--- src/rtl/ps2_host_tx_pkg.sv ---
// ps2_host_tx_pkg: shared PS/2 command codes, transmitter state encoding and parity helper.
package ps2_host_tx_pkg;
    localparam logic [7:0] PS2_CMD_SET_LED = 8'hED;
    localparam logic [7:0] PS2_CMD_RESET   = 8'hFF;
    localparam logic [7:0] PS2_RESP_ACK    = 8'hFA;

    typedef enum logic [2:0] {
        PS2TX_IDLE,
        PS2TX_INHIBIT,
        PS2TX_REQ,
        PS2TX_SHIFT,
        PS2TX_ACK,
        PS2TX_WAITHI
    } ps2tx_state_e;

    function automatic logic odd_parity(input logic [7:0] d);
        return ~^d;
    endfunction
endpackage

--- src/rtl/ps2_edge_sync.sv ---
// ps2_edge_sync: 3-flop synchroniser for a raw PS/2 line, giving a settled level and a fall pulse.
module ps2_edge_sync (
    input  logic clk,
    input  logic rst,
    input  logic din,
    output logic level,
    output logic fall
);
    logic [2:0] s_q;
    logic [2:0] s_d;

    always_comb s_d = {s_q[1:0], din};

    // Resets to the idle-high bus level so leaving reset never looks like a fall.
    always_ff @(posedge clk) begin
        if (rst) s_q <= 3'b111;
        else     s_q <= s_d;
    end

    assign level = s_q[1];
    assign fall  = s_q[2] & ~s_q[1];
endmodule

--- src/rtl/ps2_host_tx.sv ---
// ps2_host_tx: PS/2 host-to-device byte transmitter (inhibit, request-to-send, shift, line ACK).
// Optional device-clock watchdog enabled by defining PS2_TX_TIMEOUT_EN.
module ps2_host_tx
    import ps2_host_tx_pkg::*;
#(
    parameter int CLK_FREQ_HZ    = 50_000_000,
    parameter int INHIBIT_CYCLES = CLK_FREQ_HZ / 10_000,
    parameter int TIMEOUT_CYCLES = CLK_FREQ_HZ / 500
) (
    input  logic       clk,
    input  logic       rst,
    input  logic [7:0] tx_data,
    input  logic       tx_start,
    output logic       tx_busy,
    output logic       tx_done,
    output logic       tx_err,
    input  logic       ps2_clk_in,
    input  logic       ps2_data_in,
    output logic       ps2_clk_oe,
    output logic       ps2_data_oe
);
    // One counter times the inhibit window and, afterwards, the gap between device clock falls.
    localparam int CMAX = (INHIBIT_CYCLES > TIMEOUT_CYCLES) ? INHIBIT_CYCLES : TIMEOUT_CYCLES;
    localparam int CW   = $clog2(CMAX + 1);

    ps2tx_state_e state_q, state_d;
    logic [8:0]    shreg_q, shreg_d;
    logic [3:0]    bitcnt_q, bitcnt_d;
    logic [CW-1:0] cnt_q, cnt_d;
    logic          busy_q, busy_d;
    logic          done_q, done_d;
    logic          err_q, err_d;
    logic          nack_q, nack_d;
    logic          clk_oe_q, clk_oe_d;
    logic          data_oe_q, data_oe_d;
    logic          clk_lvl, clk_fall, data_lvl, data_fall_unused;

    ps2_edge_sync u_clk_sync (
        .clk   (clk),
        .rst   (rst),
        .din   (ps2_clk_in),
        .level (clk_lvl),
        .fall  (clk_fall)
    );

    ps2_edge_sync u_data_sync (
        .clk   (clk),
        .rst   (rst),
        .din   (ps2_data_in),
        .level (data_lvl),
        .fall  (data_fall_unused)
    );

    always_comb begin
        state_d   = state_q;
        shreg_d   = shreg_q;
        bitcnt_d  = bitcnt_q;
        cnt_d     = cnt_q + 1'b1;
        busy_d    = busy_q;
        nack_d    = nack_q;
        clk_oe_d  = clk_oe_q;
        data_oe_d = data_oe_q;
        done_d    = 1'b0;
        err_d     = 1'b0;
        case (state_q)
            PS2TX_IDLE: begin
                cnt_d = '0;
                if (tx_start) begin
                    shreg_d  = {odd_parity(tx_data), tx_data};
                    nack_d   = 1'b0;
                    busy_d   = 1'b1;
                    clk_oe_d = 1'b1;
                    state_d  = PS2TX_INHIBIT;
                end
            end
            PS2TX_INHIBIT: begin
                if (cnt_q == CW'(INHIBIT_CYCLES - 1)) begin
                    clk_oe_d  = 1'b0;
                    data_oe_d = 1'b1;
                    cnt_d     = '0;
                    state_d   = PS2TX_REQ;
                end
            end
            PS2TX_REQ: begin
                bitcnt_d = '0;
                state_d  = PS2TX_SHIFT;
            end
            PS2TX_SHIFT: begin
                if (clk_fall) begin
                    data_oe_d = (bitcnt_q == 4'd9) ? 1'b0 : ~shreg_q[bitcnt_q];
                    bitcnt_d  = bitcnt_q + 4'd1;
                    state_d   = (bitcnt_q == 4'd9) ? PS2TX_ACK : PS2TX_SHIFT;
                end
            end
            PS2TX_ACK: begin
                if (clk_fall) begin
                    nack_d  = data_lvl;
                    state_d = PS2TX_WAITHI;
                end
            end
            PS2TX_WAITHI: begin
                if (clk_lvl && data_lvl) begin
                    done_d  = 1'b1;
                    err_d   = nack_q;
                    busy_d  = 1'b0;
                    state_d = PS2TX_IDLE;
                end
            end
            default: state_d = PS2TX_IDLE;
        endcase
        if (clk_fall && state_q inside {PS2TX_SHIFT, PS2TX_ACK, PS2TX_WAITHI}) cnt_d = '0;
`ifdef PS2_TX_TIMEOUT_EN
        if (state_q inside {PS2TX_SHIFT, PS2TX_ACK, PS2TX_WAITHI} && cnt_q == CW'(TIMEOUT_CYCLES - 1)) begin
            clk_oe_d  = 1'b0;
            data_oe_d = 1'b0;
            busy_d    = 1'b0;
            done_d    = 1'b1;
            err_d     = 1'b1;
            state_d   = PS2TX_IDLE;
        end
`else
        // Without the watchdog a silent device parks the FSM here until rst.
`endif
    end

    always_ff @(posedge clk) begin
        if (rst) begin
            state_q   <= PS2TX_IDLE;
            shreg_q   <= '0;
            bitcnt_q  <= '0;
            cnt_q     <= '0;
            busy_q    <= 1'b0;
            done_q    <= 1'b0;
            err_q     <= 1'b0;
            nack_q    <= 1'b0;
            clk_oe_q  <= 1'b0;
            data_oe_q <= 1'b0;
        end else begin
            state_q   <= state_d;
            shreg_q   <= shreg_d;
            bitcnt_q  <= bitcnt_d;
            cnt_q     <= cnt_d;
            busy_q    <= busy_d;
            done_q    <= done_d;
            err_q     <= err_d;
            nack_q    <= nack_d;
            clk_oe_q  <= clk_oe_d;
            data_oe_q <= data_oe_d;
        end
    end

    assign tx_busy     = busy_q;
    assign tx_done     = done_q;
    assign tx_err      = err_q;
    assign ps2_clk_oe  = clk_oe_q;
    assign ps2_data_oe = data_oe_q;
endmodule

--- config.mk ---
export PLATFORM = sky130hd
export DESIGN_NAME = ps2_host_tx
export DESIGN_NICKNAME = d
export VERILOG_FILES = /design/src/rtl/ps2_host_tx_pkg.sv /design/src/rtl/ps2_edge_sync.sv /design/src/rtl/ps2_host_tx.sv
export SDC_FILE = /design/constraint.sdc
export NUM_CORES = 1
export LEC_CHECK = 0
export CAP_MARGIN = 20
export CORE_MARGIN = 8
export CORE_UTILIZATION = 40
export DETAILED_ROUTE_END_ITERATION = 8
export PLACE_DENSITY_LB_ADDON = 0.15
export SLEW_MARGIN = 20
export SYNTH_ARGS = -nofsm -noshare
export SYNTH_HDL_FRONTEND = slang
export SYNTH_SLANG_ARGS = --single-unit
--- constraint.sdc ---
create_clock -name clk -period 3.8 [get_ports clk]
set_input_delay 0.76 -clock clk [delete_from_list [all_inputs] [get_ports clk]]
set_output_delay 0.76 -clock clk [all_outputs]
set_load 0.01 [all_outputs]
# Word level (Yosys, flattened, before mapping)
# Cells that the tools add are included.
# word_totals
reg_bits,44
latch_bits,0
ramBits,0
mem_bits_ro,0
input_bits,13
out_inout_bits,5
word_cells,78
memories,0
# classes
add_sub_neg,2
multipliers,0
n_div,0
n_lt_le_gt_ge,1
eq_ne,12
shift,0
mux,26
bitwise_logic,5
reduce_logical,20
# op_table
cell,n
one-hot mux 17 bit (2 select lines),1
2-to-1 mux 3 bit,6
one-hot mux 3 bit (6 select lines),1
"adder 17 x 1 -> 17 bit, second input constant",1
"equality test 17 x 13 -> 1 bit, second input constant",1
2-to-1 mux 17 bit,1
AND reduction 3 bit,4
2-to-1 mux 1 bit,10
"!= test 2 bit, second input constant",5
nonzero test 2 bit,5
one-hot mux 1 bit (2 select lines),4
one-hot mux 4 bit (2 select lines),1
XNOR reduction 8 bit,1
"equality test 3 x 2 -> 1 bit, second input constant",2
"equality test 3 bit, second input constant",2
"< comparator 4 x 5 -> 1 bit, second input constant",1
AND reduction 5 bit,1
"adder 4 x 1 -> 4 bit, second input constant",1
binary-select mux 1 bit (select 4 bit),1
"equality test 4 bit, second input constant",1
2-to-1 mux 4 bit,1
inverter 1 bit,4
AND reduction 2 bit,2
OR reduction 2 bit,2
6 further kinds,7

# Longest topological paths before layout
# logic_depth
ltp_word,6
mapped_depth,7
ltp_nobuf,6

# Hierarchy
# From an unflattened synthesis, not the netlist that was laid out.
# hier_totals
hier_cells,239
hier_area_um2,2080.7
# modules_own_cells
mod,n_inst,cells_each,area_per_inst_um2,seq_area_each_um2
ps2_host_tx,1,225,1910.6,780.7
ps2_edge_sync,2,7,85.1,60.1

# Least setup slack after synthesis
# Ideal clock, no wire load.
# synth_path
kind,flip-flop to flip-flop
startpoint,register cnt_q[0]
endpoint,"register data_oe_q, in the netlist ps2_data_oe"
setup_time_ps,86
arrival_ps,2143
required_ps,3714
path_slack_ps,1571
path_stages_with_launch,6
path_buffers,0
period_less_slack_ps,2229
cell_sequence,dfxtp_1 -> ha_1 -> or4b_1 -> or4_4 -> or4_4 -> a221oi_2
# synth_between
elab_chain_cells,3
# synth_rtl
element,line_no,rtl
start: declaration,ps2_host_tx.sv:29,"logic [CW-1:0] cnt_q, cnt_d;"
start signal: assignment,ps2_host_tx.sv:142,cnt_q <= cnt_d;
equality test 17 x 13 -> 1 bit,ps2_host_tx.sv:77,if (cnt_q == CW'(INHIBIT_CYCLES - 1)) begin
!= test 2 bit (no line),--,
AND reduction 3 bit (no line),--,
end signal: assignment,ps2_host_tx.sv:148,data_oe_q <= data_oe_d;
end: declaration,ps2_host_tx.sv:35,"logic data_oe_q, data_oe_d;"
# No other way between the ends.
# A chain may end at the register's enable or synchronous reset.

# Worst setup path after layout
# Ends and elaborated chain as after synthesis.

==> impl_results.rst <==
.. list-table::
   :header-rows: 1

   * - Metric
     - Value
   * - Status
     - finished, final reports clean
   * - Post-Place Setup Slack
     - 1.33 ns
   * - Fillcell total
     - 544
   * - Number of max-cap violations
     - 0
   * - Max-slew violations
     - 0
   * - Largest stage delay, worst path
     - 0.52 ns
   * - Remaining antenna violation count
     - 0
   * - Worst reg2reg startpoint
     - cnt_q[0]
   * - Clock root buffer
     - clkbuf_8
   * - Top routing layer in use
     - met4
   * - Remaining DRCs
     - 0
   * - Rel. slew slack
     - 0.579
   * - Length in cells of the worst reg-to-reg path
     - 5
   * - Non-Filler Instances
     - 325
   * - Final instance area
     - 2420 um2
   * - Full die area
     - 7820 um2
   * - Type of destination of the critical path
     - flop
   * - Largest net degree at the start of global routing
     - 19
   * - Crit Reg-Reg Endpoint
     - ps2_data_oe
   * - Worst Setup Start Kind
     - flop
   * - Post-detailed-placement half-perimeter wirelength
     - 3020 um
   * - CTS clock-pin slew for the worst setup and hold paths
     - 0.09 ns
   * - Sequential share of power
     - 0.494
   * - Hold_ws
     - 0.413 ns
   * - Sw Ratio
     - 0.336
   * - Remaining global-route overflow
     - 0
   * - Combinational share of power
     - 0.249
   * - Via count of the first global-routing pass
     - 1568
   * - Count of flip-flops with a built-in enable after synthesis
     - 0
   * - M1 WL
     - 2110 um
   * - # Post-CTS Setup Buffers
     - 0
   * - Register bit count reported by yosys
     - 44
   * - Setup violation total in the final timing report
     - 0
   * - Antenna violations before repair
     - 0
   * - Switching Power
     - 0.404 mW
   * - Arrival time at the worst endpoint
     - 2.60 ns
   * - Width of the die
     - 88.5 um
   * - Number of distinct library cells after synthesis
     - 48
   * - Number of gates resized after CTS
     - 0
   * - Number of standard cells after synthesis
     - 239
   * - Area overhead of the layout relative to synthesis
     - 15.3%
   * - Total clock sinks
     - 44
   * - Detail-routed net length per standard cell
     - 13.0 um
   * - Number of I/O pins
     - 18
   * - Instance area at placement
     - 2320 um2
   * - Number of port buffers
     - 17
   * - Cells after DPL
     - 317
   * - Cell depth of the worst min-delay path
     - 1
   * - Leading register cell type out of synthesis
     - dfxtp_1
   * - Metal2 WL
     - 1880 um
   * - Detail Route met3 WL
     - 223 um
   * - Pwr/cell area
     - 497 nW/um2
   * - First-pass iteration count of the detailed router
     - 4
   * - Clock insertion delay at the later pin of the skew report
     - 0.30 ns
   * - Highest fanout seen on the critical path
     - 5
   * - Layout cell share with drive strength beyond 1
     - 0.0863
   * - Share of synthesized area occupied by flip-flops and latches
     - 0.420
   * - Antenna cells
     - 0
   * - Cells along the critical path
     - ha_1 > or4b_1 > or4_4 > or4_4 > a221oi_2
   * - Final critical-path required period
     - 2.39 ns
   * - RD Place Congestion
     - 0.781
   * - Site row count
     - 26
   * - Fmax achieved
     - 418 MHz
   * - CTS max path bufs
     - 2
   * - Leakage dissipation
     - 0.767 nW
   * - Type of the setup path with the least slack
     - reg2reg
   * - Total count of hold-check failures in the final report
     - 0
   * - Cell with the largest stage delay on the worst path
     - or4_4
   * - Most common library cell in the layout ignoring fill and taps
     - dfxtp_1
   * - Post-synthesis instance area
     - 2100 um2
   * - Synthesized Nets
     - 255
   * - GRT Resource Usage Total
     - 0.121
   * - RSZ-0062 raised after global routing
     - false
   * - CTS tree
     - done
   * - Quantity of hold-fixing buffers added after cts
     - 0
   * - Worst-case register-to-register setup slack
     - 1.41 ns
   * - Post-synthesis average cell area
     - 8.78 um2
   * - Worst setup path startpoint
     - cnt_q[0]
   * - Worst setup slack after layout
     - 1.41 ns
   * - Starting density of the core
     - 0.414
   * - Required time at the worst-slack endpoint
     - 4.00 ns
   * - Critical path endpoint
     - ps2_data_oe
   * - Post-layout total power
     - 1.20 mW
   * - Global-route wire length before repair
     - 7470 um
   * - Total vias in the final route
     - 1721
   * - Detailed Route WL
     - 4240 um
   * - Overall die height
     - 88.5 um
   * - Level count of the clock H-tree
     - 2
   * - Power Internal
     - 0.799 mW
   * - Via-to-Cell Ratio
     - 5.30
   * - Most prevalent standard cell on the critical path
     - or4_4
   * - Type of the most critical hold path
     - reg2reg
   * - Peak supply drop
     - 0.000269 V
   * - Sum of negative setup slack
     - 0 ns
   * - Highest-count cells in the layout ignoring fill and taps
     - dfxtp_1, nand2_1, nor2_1
   * - Total Nets Final
     - 270
   * - Yosys warning total
     - 0
   * - Clock share of power
     - 0.258
   * - CORE AREA
     - 5070 um2
   * - Final Skew
     - 0.00506 ns
   * - Slew at the pin closest to its max-slew limit
     - 0.630 ns
   * - Final core utilization
     - 0.477
   * - Fraction of the cycle the final worst path needs
     - 0.630
   * - Cts bufs inserted
     - 5
   * - Proportion of synthesized flip-flops having asynchronous set or reset
     - 0
   * - Iteration-0 DRC count of the detailed router
     - 59
power groups by stage:
stage / logic, mW / registers (mW) / clock network (mW)
finish: 0.299 / 0.594 / 0.310
floorplan: 0.266 / 0.557 / 0
global placement: 0.303 / 0.604 / 0
detailed placement: 0.302 / 0.602 / 0
CTS: 0.304 / 0.591 / 0.320
global route: 0.339 / 0.606 / 0.339
cell families after synthesis:
logic type / after synthesis / share of synthesized area
xor+xnor: 20 / 0.0834
buf+inv: 15 / 0.0292
compound gates: 44 / 0.139
fa+ha+maj: 3 / 0.0179
flops: 44 / 0.420
mux: 5 / 0.0358
simple gates: 108 / 0.275
synthesized netlist by cell type, drive strengths merged (3+ instances only):
cell	number	area [um2]
inv	5	18.8
ha	3	37.5
a211oi	3	22.5
nand3b	3	22.5
o21ai	5	25.0
nand2	27	101
nor2	25	93.8
nor4	4	25.0
a21oi	17	85.1
nand4	7	43.8
or2	5	31.3
xor2	6	52.6
nand2b	4	25.0
dfxtp	44	881
or4	4	37.5
clkbuf	6	22.5
o31ai	4	30.0
mux2i	3	30.0
buf	4	20.0
nand3	8	40.0
xnor2	14	123
a31oi	3	18.8
nor3	7	35.0
layout make-up:
class / instances / area (um2) / share of cell area
clock buffers: 6 / 82.6 / 0.0341
multi-input cells: 180 / 1160 / 0.478
clock inverters: 2 / 15.0 / 0.00620
inverters: 5 / 18.8 / 0.00776
flip-flops and latches: 44 / 881 / 0.364
repair buffers: 18 / 178 / 0.0734
well taps: 70 / 87.6 / 0.0362
registers in the layout, indices dropped and copies added, names as in the netlist:
register,count
ps2_data_oe,1
tx_busy,1
cnt_q,17
nack_q,1
ps2_clk_oe,1
u_clk_sync.s_q,3
tx_done,1
bitcnt_q,4
u_data_sync.s_q,2
tx_err,1
state_q,3
shreg_q,9
worst max-delay path, delay by kind of cell (launching register included):
family	cells	cell delay (ns)
DFF	1	0.38
AOI/OAI and AO/OA	1	0.22
and+or+nand+nor	3	1.44
adders and majority gates	1	0.26
layer usage:
metal,GRT usage,up-vias
met2,0.176,33
met1,0.161,801
li1,-,885
met4,0.0415,0
met3,0.0399,2
met5,0,-
worst min-delay path by stage:
stage / startpoint / to / slack (ns)
after floorplan: u_clk_sync.s_q[0] / u_clk_sync.s_q[1] / 0.39
after global placement: u_data_sync.s_q[0] / u_data_sync.s_q[1] / 0.39
after detailed placement: u_data_sync.s_q[0] / u_data_sync.s_q[1] / 0.39
after CTS: u_data_sync.s_q[0] / u_data_sync.s_q[1] / 0.42
after global routing: u_data_sync.s_q[0] / u_data_sync.s_q[1] / 0.44
final: u_data_sync.s_q[0] / u_data_sync.s_q[1] / 0.41
No activity file was read; power rests on OpenSTA's default activity.
